<file path="src/rtl/pipe_stall_ctrl.sv">
// Front-end hold sequencer: turns the level RAW hazard request into an exact
// number of PC / IF-ID hold cycles with ID/EX bubbles, plus flush and halt.
module pipe_stall_ctrl #(
    parameter int CNT_W     = 2,
    parameter int MAX_STALL = 3,
    parameter int PERF_W    = 16
) (
    input  logic              clk,
    input  logic              rst,
    input  logic              stall_req,
    input  logic [CNT_W-1:0]  stall_len,
    input  logic              flush_req,
    input  logic              halt_req,
    output logic              pc_wr_en,
    output logic              if_id_wr_en,
    output logic              if_id_flush,
    output logic              id_ex_bubble,
    output logic              stall_active,
    output logic [CNT_W-1:0]  stall_remaining,
    output logic              halted,
    output logic [PERF_W-1:0] stall_cycles
);

    typedef enum logic [1:0] {
        IDLE  = 2'd0,
        STALL = 2'd1,
        HALT  = 2'd2
    } state_t;

    localparam logic [CNT_W-1:0]  MAX_L    = CNT_W'(MAX_STALL);
    localparam logic [CNT_W-1:0]  ONE_L    = CNT_W'(1);
    localparam logic [PERF_W-1:0] PERF_MAX = '1;

    state_t             r_state;
    state_t             w_state_next;
    logic [CNT_W-1:0]   r_cnt;
    logic [CNT_W-1:0]   w_cnt_next;
    logic [CNT_W-1:0]   w_len_eff;
    logic [PERF_W-1:0]  r_stall_cycles;

    assign w_len_eff = (stall_len > MAX_L) ? MAX_L : stall_len;

    always_ff @(posedge clk) begin
        if (!rst) begin
            r_state        <= IDLE;
            r_cnt          <= '0;
            r_stall_cycles <= '0;
        end else begin
            r_state <= w_state_next;
            r_cnt   <= w_cnt_next;
            if (stall_active && (r_stall_cycles != PERF_MAX))
                r_stall_cycles <= r_stall_cycles + 1'b1;
        end
    end

    // r_cnt holds the hold cycles still owed after the cycle that loaded it.
    always_comb begin
        w_state_next    = r_state;
        w_cnt_next      = r_cnt;
        pc_wr_en        = 1'b1;
        if_id_wr_en     = 1'b1;
        if_id_flush     = 1'b0;
        id_ex_bubble    = 1'b0;
        stall_active    = 1'b0;
        stall_remaining = '0;
        halted          = 1'b0;

        case (r_state)
            IDLE: begin
                if (halt_req) begin
                    pc_wr_en     = 1'b0;
                    if_id_wr_en  = 1'b0;
                    id_ex_bubble = 1'b1;
                    w_cnt_next   = '0;
                    w_state_next = HALT;
                end else if (flush_req) begin
                    if_id_flush = 1'b1;
                    w_cnt_next  = '0;
                end else if (stall_req && (w_len_eff != '0)) begin
                    pc_wr_en        = 1'b0;
                    if_id_wr_en     = 1'b0;
                    id_ex_bubble    = 1'b1;
                    stall_active    = 1'b1;
                    stall_remaining = w_len_eff - 1'b1;
                    w_cnt_next      = w_len_eff - 1'b1;
                    w_state_next    = (w_len_eff > ONE_L) ? STALL : IDLE;
                end
            end

            STALL: begin
                if (halt_req) begin
                    pc_wr_en     = 1'b0;
                    if_id_wr_en  = 1'b0;
                    id_ex_bubble = 1'b1;
                    w_cnt_next   = '0;
                    w_state_next = HALT;
                end else if (flush_req) begin
                    // The stalled instruction is being killed; the hold is moot.
                    if_id_flush  = 1'b1;
                    w_cnt_next   = '0;
                    w_state_next = IDLE;
                end else begin
                    pc_wr_en        = 1'b0;
                    if_id_wr_en     = 1'b0;
                    id_ex_bubble    = 1'b1;
                    stall_active    = 1'b1;
                    stall_remaining = r_cnt - 1'b1;
                    w_cnt_next      = r_cnt - 1'b1;
                    if (r_cnt == ONE_L)
                        w_state_next = IDLE;
                end
            end

            HALT: begin
                pc_wr_en     = 1'b0;
                if_id_wr_en  = 1'b0;
                id_ex_bubble = 1'b1;
                halted       = 1'b1;
            end

            default: begin
                w_state_next = IDLE;
                w_cnt_next   = '0;
            end
        endcase

        // Reset forces a safe front end regardless of state.
        if (!rst) begin
            pc_wr_en        = 1'b0;
            if_id_wr_en     = 1'b0;
            if_id_flush     = 1'b1;
            id_ex_bubble    = 1'b1;
            stall_active    = 1'b0;
            stall_remaining = '0;
            halted          = 1'b0;
        end
    end

    assign stall_cycles = r_stall_cycles;

endmodule

</file>
<file path="config.mk">
export PLATFORM = sky130hd
export DESIGN_NAME = pipe_stall_ctrl
export DESIGN_NICKNAME = d
export VERILOG_FILES = /design/src/rtl/pipe_stall_ctrl.sv
export SDC_FILE = /design/constraint.sdc
export NUM_CORES = 1
export LEC_CHECK = 0
export CAP_MARGIN = 20
export CORE_MARGIN = 1
export CORE_UTILIZATION = 40
export DETAILED_ROUTE_END_ITERATION = 8
export DONT_BUFFER_PORTS = 1
export GPL_ROUTABILITY_DRIVEN = 0
export PLACE_DENSITY = 0.51
export SYNTH_ARGS = -nofsm -noshare
export SYNTH_HDL_FRONTEND = slang
export SYNTH_SLANG_ARGS = --single-unit
</file>
<file path="constraint.sdc">
create_clock -name clk -period 2.3 [get_ports clk]
set_input_delay 0.46 -clock clk [delete_from_list [all_inputs] [get_ports clk]]
set_output_delay 0.46 -clock clk [all_outputs]
set_load 0.03 [all_outputs]
</file>
==> run_results.csv <==
group,metric,value,unit
run_status,status,"finished with violations",
run_status,violations,"design-rule violations",
logic_synthesis,synthFlopType,"dfxtp_1",
logic_synthesis,yosys.cell_types.count,41,
worst_setup_path,setup.worst_path.start,"r_state[1]",
grt,grt_pass1_wl,5050,µm
logic_synthesis,synth_seq_area_share,32.4,%
job,maxCapViolCount,0,
power_and_ir_drop,comb_power_share,8.1,%
floorplanning,die_w,57.6,µm
logic_synthesis,postSynthCellCount,147,
clock_tree,ctsResizeCount,0,
floorplanning,initial_utilization,43.3,%
logic_synthesis,synth_warnings,0,
drt,drt-wirelength-per-cell,15.4,µm
worst_setup_path,critPathCaptureType,"output port",
logic_synthesis,syn-num-nets,158,
logic_synthesis,synth_compound_area_share,18.4,%
hold_path,hold_class,"primary input to register",
place,place_hpwl,2240,µm
worst_setup_path,critPathLaunchType,"register",
clock_tree,htree_levels,1,
worst_setup_path,reg2reg_depth,5,
clock_tree,post-cts-setup-buffers,0,
finish,antenna_cells,0,
clock_tree,clk_latency,320,ps
power_and_ir_drop,clockPowerShare,41.7,%
timing,maxSlewViolCount,0,
timing,tns,0,ps
worst_setup_path,r2r_start,"stall_cycles[0]",
logic_synthesis,synth_area_leader_cell,"dfxtp_1",
logic_synthesis,avgSynthCellArea,8.41,µm²
finish,nets,175,
logic_synthesis,async_reset_ff_share,0,%
clock_tree,clk_pin_slew_worst_paths,140,ps
power_and_ir_drop,power_per_cell_area,488,mW/mm²
timing,rsz0062_at_grt,"no",
logic_synthesis,synth_common_cells,"20 x dfxtp_1, 20 x nand2_1, 10 x inv_1",
logic_synthesis,synthMuxAreaShare,7.29,%
drt,drtIter0Drc,30,
drt,drcViolationCount,1,
timing,final_hold_viol_count,0,
power_and_ir_drop,vdd_ir_drop_max,209,µV
logic_synthesis,synth_top_area_share,32.4,%
grt,grt_antenna_before_repair,0,
timing,min_period,2160,ps
place,dp.cells,190,
floorplanning,boundaryPins,31,
place,io_buffers,0,
timing,fin_crit_sh,94.1,%
logic_synthesis,synth-simple-area-share,32.1,%
floorplanning,dieArea,0.00332,mm²
drt,ant_nets,0,
drt,drt_wl_total,2990,µm
drt,dr.pass1.iters,6,
worst_setup_path,r2r-end,"stall_cycles[7]",
finish,final_area,0.00145,mm²
worst_setup_path,rrSetupSlack,320,ps
drt,vias,1158,
worst_setup_path,setup.worst_path.end,"stall_active",
grt,grt-ovfl-total,0,
worst_setup_path,path_class,"register to output port",
logic_synthesis,syn_area,0.00124,mm²
grt,grt_pass1_vias,1121,
timing,finalHoldWorstSlack,256,ps
finish,area_growth,17.0,%
timing,setup_viol,0,
floorplanning,core.rowCount,19,
power_and_ir_drop,p_switching,0.000159,W
logic_synthesis,synth_xor_area_share,0,%
clock_tree,root_buffer,"clkbuf_4",
logic_synthesis,synth_fa_ha_area_share,4.05,%
power_and_ir_drop,internal_power,0.000546,W
drt,drt-vias-per-instance,5.97,
floorplanning,die_h,57.6,µm
logic_synthesis,synthTopCellsByArea,"dfxtp_1 32%, mux2i_1 7.3%, nand2_1 6.1%, ha_1 4.0%, a21oi_1 3.6%",
clock_tree,cts_max_path_buffers,2,
clock_tree,cts_buffers,3,
floorplanning,core-area,0.00285,mm²
finish,multi_input_area,769,µm²
finish,n_fill_cell,298,
logic_synthesis,ys_ff_latch,20,
timing,worst_slew_pin_slew,615,ps
finish,register_area,400,µm²
timing,fmax,0.462,GHz
clock_tree,hold_buffers,0,
worst_setup_path,worstPathRequired,1840,ps
timing,relSlewSlack,58.0,%
clock_tree,cts_tree,"yes",
timing,skew,24.0,ps
logic_synthesis,synth_edf_count,0,
power_and_ir_drop,p_seq_share,50.2,%
power_and_ir_drop,leakagePower,0.567,nW
logic_synthesis,synth_top_family_by_area,"simple AND/OR/NAND/NOR gates",
place,dpl_cell_area,0.00139,mm²
power_and_ir_drop,switching_share,22.5,%
worst_setup_path,crit_path_max_fanout,9,
worst_setup_path,critical_path_arrival,1700,ps
grt,grt_max_degree,25,
clock_tree,cts_num_sinks,20,
grt,grtUsageTotal,19.6,%
finish,drive_gt1_share,16.0,%
finish,stdcell_count,194,
-- cell families (layout without fill, tap and decap cells) --
kind of cell	Yosys count	in the layout
simple gates	68	68
flops	20	20
compound gates	30	30
fa+ha+maj	4	4
mux	9	9
buf+inv	16	32
-- registers in the layout, indices dropped and copies added (netlist names) --
register and flops:
r_cnt 2, r_state 2, stall_cycles 16
-- per-stage QoR --
step	total power [W]	worst slack (ps)	utilization (%)
6_report	0.000706	137	50.7
4_1_cts	0.000709	126	50.7
5_1_grt	0.000734	7.98	50.7
3_3_place_gp	0.000418	189	48.9
3_5_place_dp	0.000420	141	48.9
2_1_floorplan	0.000414	40.5	-
-- cell type report --
type	instances	area share [%]
Tap cell	31	2.68
Timing Repair Buffer	18	10.2
Clock inverter	1	2.08
Multi-Input combinational cell	111	53.2
Inverter	10	2.60
Sequential cell	20	27.7
Clock buffer	3	1.56
-- power groups by stage --
| stage | clock [W] | combinational [W] | sequential, W |
|---|---|---|---|
| 2_1_floorplan | 0 | 0.0000531 | 0.000361 |
| 3_3_place_gp | 0 | 0.0000565 | 0.000362 |
| 3_5_place_dp | 0 | 0.0000579 | 0.000362 |
| 4_1_cts | 0.000297 | 0.0000580 | 0.000354 |
| 5_1_grt | 0.000315 | 0.0000637 | 0.000355 |
| 6_report | 0.000294 | 0.0000571 | 0.000354 |
-- metal layers --
metal,GRT usage (%),part of all wire (%),vias to the layer above,routed length (µm)
met5,0,0,-,0
met4,7.32,1.4,0,41
met3,2.72,3.4,5,103
met2,32.7,47,20,1400
met1,25.7,49,556,1450
li1,-,-,577,-
-- worst max-delay path, cell delays in order (launching register included) --
cell and delay, ps:
dfxtp_1 420, nor4b_4 430, o21ai_2 160, inv_1 240, buf_12 160
-- cells in the final DEF, fill, tap and decap left out, types with 5 or more instances in the layout --
| master | Yosys | final |
|---|---|---|
| nand2b_1 | 5 | 5 |
| inv_1 | 10 | 10 |
| nor3_1 | 6 | 6 |
| dfxtp_1 | 20 | 20 |
| a21oi_1 | 9 | 9 |
| and4_1 | 5 | 5 |
| buf_4 | 1 | 17 |
| nand2_1 | 20 | 20 |
| mux2i_1 | 9 | 9 |
-- worst min path at each step --
stage | depth (start not counted) | end | from | slack (ps)
2_1_floorplan | 3 | r_cnt[1] | r_cnt[1] | 570
3_3_place_gp | 1 | r_cnt[0] | rst | 580
3_5_place_dp | 1 | r_cnt[0] | rst | 590
4_1_cts | 1 | stall_cycles[15] | rst | 260
5_1_grt | 1 | stall_cycles[15] | rst | 250
6_report | 1 | stall_cycles[15] | rst | 260
Power figures use the tool's default switching activity.
